--- src/rtl/ecg_infer_seq_if.sv ---
// Result handshake bundle between the ECG inference sequencer and its consumer.
interface ecg_infer_seq_if #(
    parameter int unsigned ADDR_W = 6
);
    logic              res_valid;
    logic              res_ready;
    logic [7:0]        res_data;
    logic [ADDR_W-1:0] res_addr;

    modport master (output res_valid, output res_data, output res_addr, input res_ready);
    modport slave  (input res_valid, input res_data, input res_addr, output res_ready);
endinterface

--- src/rtl/ecg_infer_seq.sv ---
// Sequencer for the ECG classifier: walks ROM windows, waits out the pipeline, hands results downstream.
// Optional abnormal-beat counter built only when ECG_ABN_COUNT_EN is defined.
module ecg_infer_seq #(
    parameter int unsigned ADDR_W     = 6,
    parameter int unsigned DEPTH      = 64,
    parameter int unsigned PIPE_LAT   = 8,
    parameter logic [7:0]  ABN_THRESH = 8'd128
) (
    input  logic              clk,
    input  logic              reset,
    input  logic              start,
    input  logic              abort,
    input  logic [ADDR_W-1:0] first_addr,
    input  logic [ADDR_W:0]   count,
    output logic [ADDR_W-1:0] sel,
    output logic              nn_en,
    input  logic [7:0]        nn_out,
    ecg_infer_seq_if.master   res,
    output logic              busy,
    output logic              done,
    output logic [ADDR_W:0]   abn_count
);
    localparam int CNT_W = (PIPE_LAT > 1) ? $clog2(PIPE_LAT) : 1;

    typedef enum logic [2:0] {S_IDLE, S_ISSUE, S_WAIT, S_HOLD, S_DONE} state_t;

    state_t            state;
    logic [CNT_W-1:0]  wcnt;
    logic [ADDR_W:0]   remaining;
    logic              res_valid_q;
    logic [7:0]        res_data_q;
    logic [ADDR_W-1:0] res_addr_q;
    logic [ADDR_W-1:0] sel_nxt;
    logic              capture;

    // sel doubles as the current window address; it is only ever advanced on a transfer
    assign sel_nxt = (sel == ADDR_W'(DEPTH - 1)) ? '0 : sel + 1'b1;
    assign capture = (state == S_WAIT) && (wcnt == '0) && !abort;
    assign busy    = (state != S_IDLE);

    assign res.res_valid = res_valid_q;
    assign res.res_data  = res_data_q;
    assign res.res_addr  = res_addr_q;

    always_ff @(posedge clk or negedge reset) begin
        if (!reset) begin
            state       <= S_IDLE;
            wcnt        <= '0;
            remaining   <= '0;
            sel         <= '0;
            nn_en       <= 1'b0;
            res_valid_q <= 1'b0;
            res_data_q  <= '0;
            res_addr_q  <= '0;
            done        <= 1'b0;
        end else if (abort && state != S_IDLE) begin
            state       <= S_IDLE;
            nn_en       <= 1'b0;
            res_valid_q <= 1'b0;
            done        <= 1'b0;
        end else begin
            case (state)
                S_IDLE: if (start) begin
                    if (count != '0) begin
                        sel       <= first_addr;
                        remaining <= count;
                        nn_en     <= 1'b1;
                        state     <= S_ISSUE;
                    end else begin
                        done  <= 1'b1;
                        state <= S_DONE;
                    end
                end
                S_ISSUE: begin
                    wcnt  <= CNT_W'(PIPE_LAT - 1);
                    state <= S_WAIT;
                end
                S_WAIT: begin
                    if (wcnt == '0) begin
                        res_data_q  <= nn_out;
                        res_addr_q  <= sel;
                        remaining   <= remaining - 1'b1;
                        nn_en       <= 1'b0;
                        res_valid_q <= 1'b1;
                        state       <= S_HOLD;
                    end else begin
                        wcnt <= wcnt - 1'b1;
                    end
                end
                S_HOLD: if (res.res_ready) begin
                    res_valid_q <= 1'b0;
                    if (remaining == '0) begin
                        done  <= 1'b1;
                        state <= S_DONE;
                    end else begin
                        sel   <= sel_nxt;
                        nn_en <= 1'b1;
                        state <= S_ISSUE;
                    end
                end
                S_DONE: begin
                    done  <= 1'b0;
                    state <= S_IDLE;
                end
                default: state <= S_IDLE;
            endcase
        end
    end

`ifdef ECG_ABN_COUNT_EN
    // Cleared on any accepted start (including count==0), saturating at DEPTH
    always_ff @(posedge clk or negedge reset) begin
        if (!reset) begin
            abn_count <= '0;
        end else if (state == S_IDLE && start) begin
            abn_count <= '0;
        end else if (capture && nn_out >= ABN_THRESH && abn_count != (ADDR_W+1)'(DEPTH)) begin
            abn_count <= abn_count + 1'b1;
        end
    end
`else
    assign abn_count = '0;
`endif

endmodule

--- src/flat_wrapper.sv ---
// flat-port wrapper written by rule: the top's interface ports become plain ports
module ecg_infer_seq_flat 
#(
    parameter int unsigned ADDR_W     = 6,
    parameter int unsigned DEPTH      = 64,
    parameter int unsigned PIPE_LAT   = 8,
    parameter logic [7:0]  ABN_THRESH = 8'd128
)
  (clk, reset, start, abort, first_addr, count, sel, nn_en, nn_out, busy, done, abn_count, res_res_valid, res_res_data, res_res_addr, res_res_ready);
  ecg_infer_seq_if #(.ADDR_W(ADDR_W)) res_i ();
  input  logic clk;
  input  logic reset;
  input  logic start;
  input  logic abort;
  input  logic [ADDR_W-1:0] first_addr;
  input  logic [ADDR_W:0] count;
  output logic [ADDR_W-1:0] sel;
  output logic nn_en;
  input  logic [7:0] nn_out;
  output logic busy;
  output logic done;
  output logic [ADDR_W:0] abn_count;
  output wire logic [$bits(res_i.res_valid)-1:0] res_res_valid;
  output wire logic [$bits(res_i.res_data)-1:0] res_res_data;
  output wire logic [$bits(res_i.res_addr)-1:0] res_res_addr;
  input wire logic [$bits(res_i.res_ready)-1:0] res_res_ready;
  assign res_res_valid = res_i.res_valid;
  assign res_res_data = res_i.res_data;
  assign res_res_addr = res_i.res_addr;
  assign res_i.res_ready = res_res_ready;
  ecg_infer_seq #(.ADDR_W(ADDR_W), .DEPTH(DEPTH), .PIPE_LAT(PIPE_LAT), .ABN_THRESH(ABN_THRESH)) u_core (.clk(clk), .reset(reset), .start(start), .abort(abort), .first_addr(first_addr), .count(count), .sel(sel), .nn_en(nn_en), .nn_out(nn_out), .res(res_i), .busy(busy), .done(done), .abn_count(abn_count));
endmodule
--- config.mk ---
export PLATFORM = sky130hd
export DESIGN_NAME = ecg_infer_seq_flat
export DESIGN_NICKNAME = d
export VERILOG_FILES = /design/src/rtl/ecg_infer_seq_if.sv /design/src/rtl/ecg_infer_seq.sv /design/src/flat_wrapper.sv
export SDC_FILE = /design/constraint.sdc
export NUM_CORES = 1
export LEC_CHECK = 0
export ABC_AREA = 0
export CAP_MARGIN = 20
export CORE_AREA = 2 2 77 79
export CTS_BUF_LIST = sky130_fd_sc_hd__clkbuf_8
export DETAILED_ROUTE_END_ITERATION = 8
export DIE_AREA = 0 0 79 81
export GPL_ROUTABILITY_DRIVEN = 0
export PLACE_DENSITY = 0.66
export SYNTH_ARGS = -nofsm -noshare
export SYNTH_HDL_FRONTEND = slang
export SYNTH_SLANG_ARGS = --single-unit
--- constraint.sdc ---
create_clock -name clk -period 4.6 [get_ports clk]
set_clock_uncertainty 0.1 [all_clocks]
set_input_delay 0.69 -clock clk [delete_from_list [all_inputs] [get_ports clk]]
set_output_delay 0.69 -clock clk [all_outputs]
set_load 0.02 [all_outputs]
# After elaboration in Yosys (flattened, before gate mapping)
# Cells that the tools add are included.
[word_totals]
register_bits = 36
in_bits = 26
output_inout_bits = 31
wordCells = 87
[op_classes]
addsub = 3
n_eq_ne = 18
muxes = 36
bitwise_logic = 1
reduce_logical = 20
[ops]
columns = ["operator", "count"]
rows = [
  ["6-bit 2-to-1 mux", 5],
  ["3-bit 2-to-1 mux", 7],
  ["7-bit 2-to-1 mux", 3],
  ["1-bit 2-to-1 mux", 14],
  ["7-bit one-hot mux with 2 select lines", 1],
  ["3-bit by 2-bit inequality test with 1-bit output, second input constant", 4],
  ["3-bit one-hot mux with 4 select lines", 1],
  ["6-bit one-hot mux with 2 select lines", 1],
  ["3-bit AND reduction", 4],
  ["6-bit AND reduction", 2],
  ["2-bit inequality test, second input constant", 5],
  ["5-bit AND reduction", 2],
  ["4-bit nonzero test", 2],
  ["7-bit logical NOT", 1],
  ["7-bit nonzero test", 1],
  ["7-bit by 1-bit subtractor with 7-bit output, second input constant", 1],
  ["6-bit by 1-bit adder with 6-bit output, second input constant", 1],
  ["3-bit by 2-bit == test with 1-bit output, second input constant", 2],
  ["6-bit == test, second input constant", 1],
  ["3-bit logical NOT", 2],
  ["3-bit by 1-bit inequality test with 1-bit output, second input constant", 2],
  ["1-bit one-hot mux with 3 select lines", 2],
  ["3-bit one-hot mux with 2 select lines", 1],
  ["2-bit nonzero test", 3],
  ["9 further kinds", 10],
]

# Depth between registers and ports, before layout
[logic_depth]
word_depth = 5
depth_mapped = 8
ltp_nobuf = 6

# Least setup slack after synthesis
# No wires, ideal clock.
[synth_timing]
kind = "input port to flip-flop"
start = "in count[2]"
end = "reg u_core.sel[0]"
setup_ps = 125
arrival_time_ps = 2106
t_required_ps = 4375
path_slack_ps = 2269
stages = 4
path_buffers = 0
cell_sequence = "nor4_1 nand3_1 nand3_2 mux2_2"
[synth_via]
elab_chain_len = 3
[synth_rtl]
columns = ["element", "line_no", "source"]
rows = [
  ["start: declaration", "flat_wrapper.sv:16", "input logic [ADDR_W:0] count;"],
  ["7-bit nonzero test", "ecg_infer_seq.sv:64", "if (count != '0) begin"],
  ["2-bit by 1-bit inequality test with 1-bit output (no source line)", "-", ""],
  ["6-bit AND reduction (no source line)", "-", ""],
  ["end signal: assignment", "ecg_infer_seq.sv:65", "sel <= first_addr;"],
  ["end signal: assignment", "ecg_infer_seq.sv:96", "sel <= sel_nxt;"],
  ["end: declaration", "ecg_infer_seq.sv:15", "output logic [ADDR_W-1:0] sel,"],
]
# No other way between the ends.
# A chain may end at the register's enable or synchronous reset.

# Worst setup path in the final report
[layout_timing]
start = "reg u_core.state[0]"
end = "out busy"
[layout_via]
elab_chain_len = 1
[layout_rtl]
columns = ["element", "line_no", "source"]
rows = [
  ["start: declaration", "ecg_infer_seq.sv:27", "state_t state;"],
  ["start signal: assignment", "ecg_infer_seq.sv:47", "state <= S_IDLE;"],
  ["start signal: assignment", "ecg_infer_seq.sv:57", "state <= S_IDLE;"],
  ["start signal: assignment", "ecg_infer_seq.sv:68", "state <= S_ISSUE;"],
  ["3-bit nonzero test", "ecg_infer_seq.sv:39", "assign busy = (state != S_IDLE);"],
  ["end: declaration", "flat_wrapper.sv:20", "output logic busy;"],
]
# No other way between the ends.

==> run summary <==
Rel. slew slack - 49.6%
Fin util - 48.3%
Largest net degree at the start of global routing - 37
Gr ovfl total - 0
Internal - 0.997 mW
Drt first pass iters - 4
Setup bufs post-CTS - 0
Vias per cell - 5.50
R2r startpoint - u_core.state[0]$_DFFE_PN0P_
Setup crit end - busy
Critical Path Source Type - register
Total CTS buffers - 5
First-pass GRT wire length - 8.51 mm
Antenna violations before repair - 0
VDD IR max - 267 µV
Vias - 1860
RSZ-0062 raised after global routing - no
Register share of total power - 35.7%
Sw frac - 41.2%
Core footprint - 0.00568 mm²
Most frequent cells after synthesis - 36 x dfrtp_1, 17 x nand2_1, 17 x o21ai_0, 11 x inv_1, 10 x a21oi_1
EDFF count, synth - 0
GRT Overall Usage - 16.6%
Synth Register Bits - 36
Final Hold Fails - 0
Register area share after synthesis - 41.6%
Post-Synthesis Cell Area - 0.00217 mm²
Synth Area in Simple Gates - 16.9%
FF-to-FF path depth - 3
Tcrit/Tclk final - 63.6%
Most used DFF post-synth - dfrtp_1
Multiplexer area fraction after synthesis - 10.3%
Row cnt - 28
Cell variety after synth - 53
Max Cap Viol - 0
Post-synth top area cell - dfrtp_1
CTS tree - done
Hold-fix buffers, CTS - 0
Mean Syn Cell Area - 9.89 µm²
Combinational family with the most area after synthesis - compound AO/OA/AOI/OAI gates
Pleak - 1.14 nW
Worst path slowest cell - dfrtp_1
Syn. warnings - 0
Worst-Skew Late Latency - 0.28 ns
PwrDens - 619 mW/mm²
Outcome - finished, final reports clean
Synth async-reset ratio - 100%
Final HPWL DP - 3.37 mm
Die area - 0.00640 mm²
CTS sink count - 36
Diode count - 0
Post-cts resize count - 0
Area Growth Syn to Fin - 26.5%
XOR/XNOR share of the synthesized area - 0.404%
Chip height - 81 µm
# port buffers - 49
Clock root buffer - clkbuf_8
Worst Hold Class - reg -> reg
Synth Area in Adders - 2.31%
Iter 0 DRT Violations - 57
TNS Setup - 0 ns
Critical Path Sink Type - primary output
H-tree Lvls - 2
CP Max Fanout - 23
Final worst path period need - 2.93 ns
Place WS - 1.57 ns
Net switching power - 0.698 mW
Clock power share - 12.3%
Layout cells sized above 1 - 11.4%
Clock slew at reported path FFs - 0.07 ns
Nets - 293
Power consumption - 1.69 mW
Final WL - 4.85 mm
WS Path Type - reg -> out
Clock buffer depth - 2
Critical path's largest stage delay - 0.60 ns
Critical R2R Capture - u_core.res.res_data[6]$_DFFE_PN0P_
Top cell type's share of synthesized area - 41.6%
Reg2reg setup slack - 1.95 ns
I/O pins - 57
Synth Area in Compound Gates - 20.8%
Die X - 79 µm
Initial Utilization - 38.2%
Syn Inst Count - 219
FMAX - 0.342 GHz
PnR worst setup slack - 1.67 ns
Combinational fraction of design power - 51.9%
CP required - 3.81 ns
Slew at the pin closest to its max-slew limit - 0.756 ns
Max-slew violations - 0
Critical-path cell list - nor3_1 -> inv_2 -> clkdlybuf4s50_1
Most frequent cell after synthesis - dfrtp_1
Final-report setup violation count - 0
Vias in the first global route - 1825
CP arrival - 2.14 ns
Final ANT Viol Nets - 0
Synth area leaders - dfrtp_1 42%, mux2_2 4.7%, mux2_4 4.2%
Drt drc - 0
Avg WL per Cell - 14.4 µm
Critical path startpoint - u_core.state[0]$_DFFE_PN0P_
layout by cell type, fill, tap and decap left out, types with 2 or more instances in the layout:
cell type and count:
a21oi_1 10, a2bb2oi_1 3, a31oi_1 2, a41oi_1 2
and3b_1 3, clkbuf_8 5, clkdlybuf4s50_1 49, conb_1 7
dfrtp_1 36, ha_1 4, inv_1 12, mux2_2 9
mux2_4 6, mux2i_1 2, nand2_1 17, nand2b_1 2
nand3_1 5, nand3b_1 3, nand4_1 2, nor2_1 4
nor3_1 7, nor3b_1 2, nor4_1 4, o211ai_1 7
o21a_1 3, o21ai_0 17, o221ai_1 2, o2bb2ai_1 7
o31ai_1 2, or2_2 2, or3_1 3, or4_1 3
cell type report:
cell class | count | area (µm²)
tap | 75 | 93.8
inverter | 12 | 45.0
fill | 562 | 2940
clock inverter | 2 | 8.76
clock buffer | 5 | 68.8
sequential | 36 | 901
multi-input combinational | 158 | 1120
timing repair buffer | 50 | 498
routing by layer:
layer | GRT usage (%) | share of wire, % | up-vias
li1 | - | - | 898
met1 | 22.6 | 49 | 890
met2 | 26.4 | 45 | 68
met3 | 3.44 | 5.3 | 4
met4 | 5.86 | 0.70 | 0
met5 | 0 | 0 | -
cell families after synthesis:
logic type | after synthesis
xor+xnor | 1
fa+ha+maj | 4
other cells | 1
compound gates | 64
mux | 18
simple gates | 64
buf+inv | 31
flops | 36
per-stage QoR:
| step | cell area [µm²] | instances | hold WS (ns) |
|---|---|---|---|
| after global placement | 2660 | 331 | 0.360 |
| after CTS | 2740 | 338 | 0.398 |
| after global routing | 2740 | 338 | 0.420 |
| after floorplan | 2190 | 225 | 0.294 |
| after detailed placement | 2660 | 331 | 0.380 |
| final | 2740 | 338 | 0.393 |
critical path, delay by kind of cell (launching register included):
kind	cells	cell delay, ns
buffers and inverters	2	0.71
flip-flops	1	0.60
AND/OR/NAND/NOR	1	0.55
worst min path at each step:
stage | end | slack (ns) | depth (start not counted) | startpoint
after global routing | u_core.remaining[5]$_DFFE_PN0P_ | 0.42 | 1 | u_core.remaining[5]$_DFFE_PN0P_
after CTS | u_core.res.res_addr[2]$_DFFE_PN0P_ | 0.40 | 2 | u_core.res.res_addr[2]$_DFFE_PN0P_
after detailed placement | u_core.remaining[5]$_DFFE_PN0P_ | 0.38 | 1 | u_core.remaining[5]$_DFFE_PN0P_
after floorplan | u_core.done$_DFFE_PN0P_ | 0.29 | 0 | reset
after global placement | u_core.res.res_addr[5]$_DFFE_PN0P_ | 0.36 | 2 | u_core.res.res_addr[5]$_DFFE_PN0P_
final | u_core.res.res_addr[5]$_DFFE_PN0P_ | 0.39 | 2 | u_core.res.res_addr[5]$_DFFE_PN0P_
sequential cells by signal (all words and copies together), names as in the netlist:
| name | cells |
|---|---|
| u_core.done | 1 |
| u_core.res.res_valid | 1 |
| u_core.state | 3 |
| u_core.res.res_addr | 6 |
| u_core.sel | 6 |
| u_core.wcnt | 3 |
| u_core.res.res_data | 8 |
| u_core.remaining | 7 |
| u_core.nn_en | 1 |
power groups by stage:
stage / clock network (mW) / logic (mW) / registers [mW]
after floorplan: 0 / 0.483 / 0.681
after global placement: 0 / 0.872 / 0.605
after detailed placement: 0 / 0.882 / 0.611
after CTS: 0.220 / 0.887 / 0.605
after global routing: 0.233 / 0.977 / 0.630
final: 0.209 / 0.880 / 0.606
(Power assumes the default switching activity.)
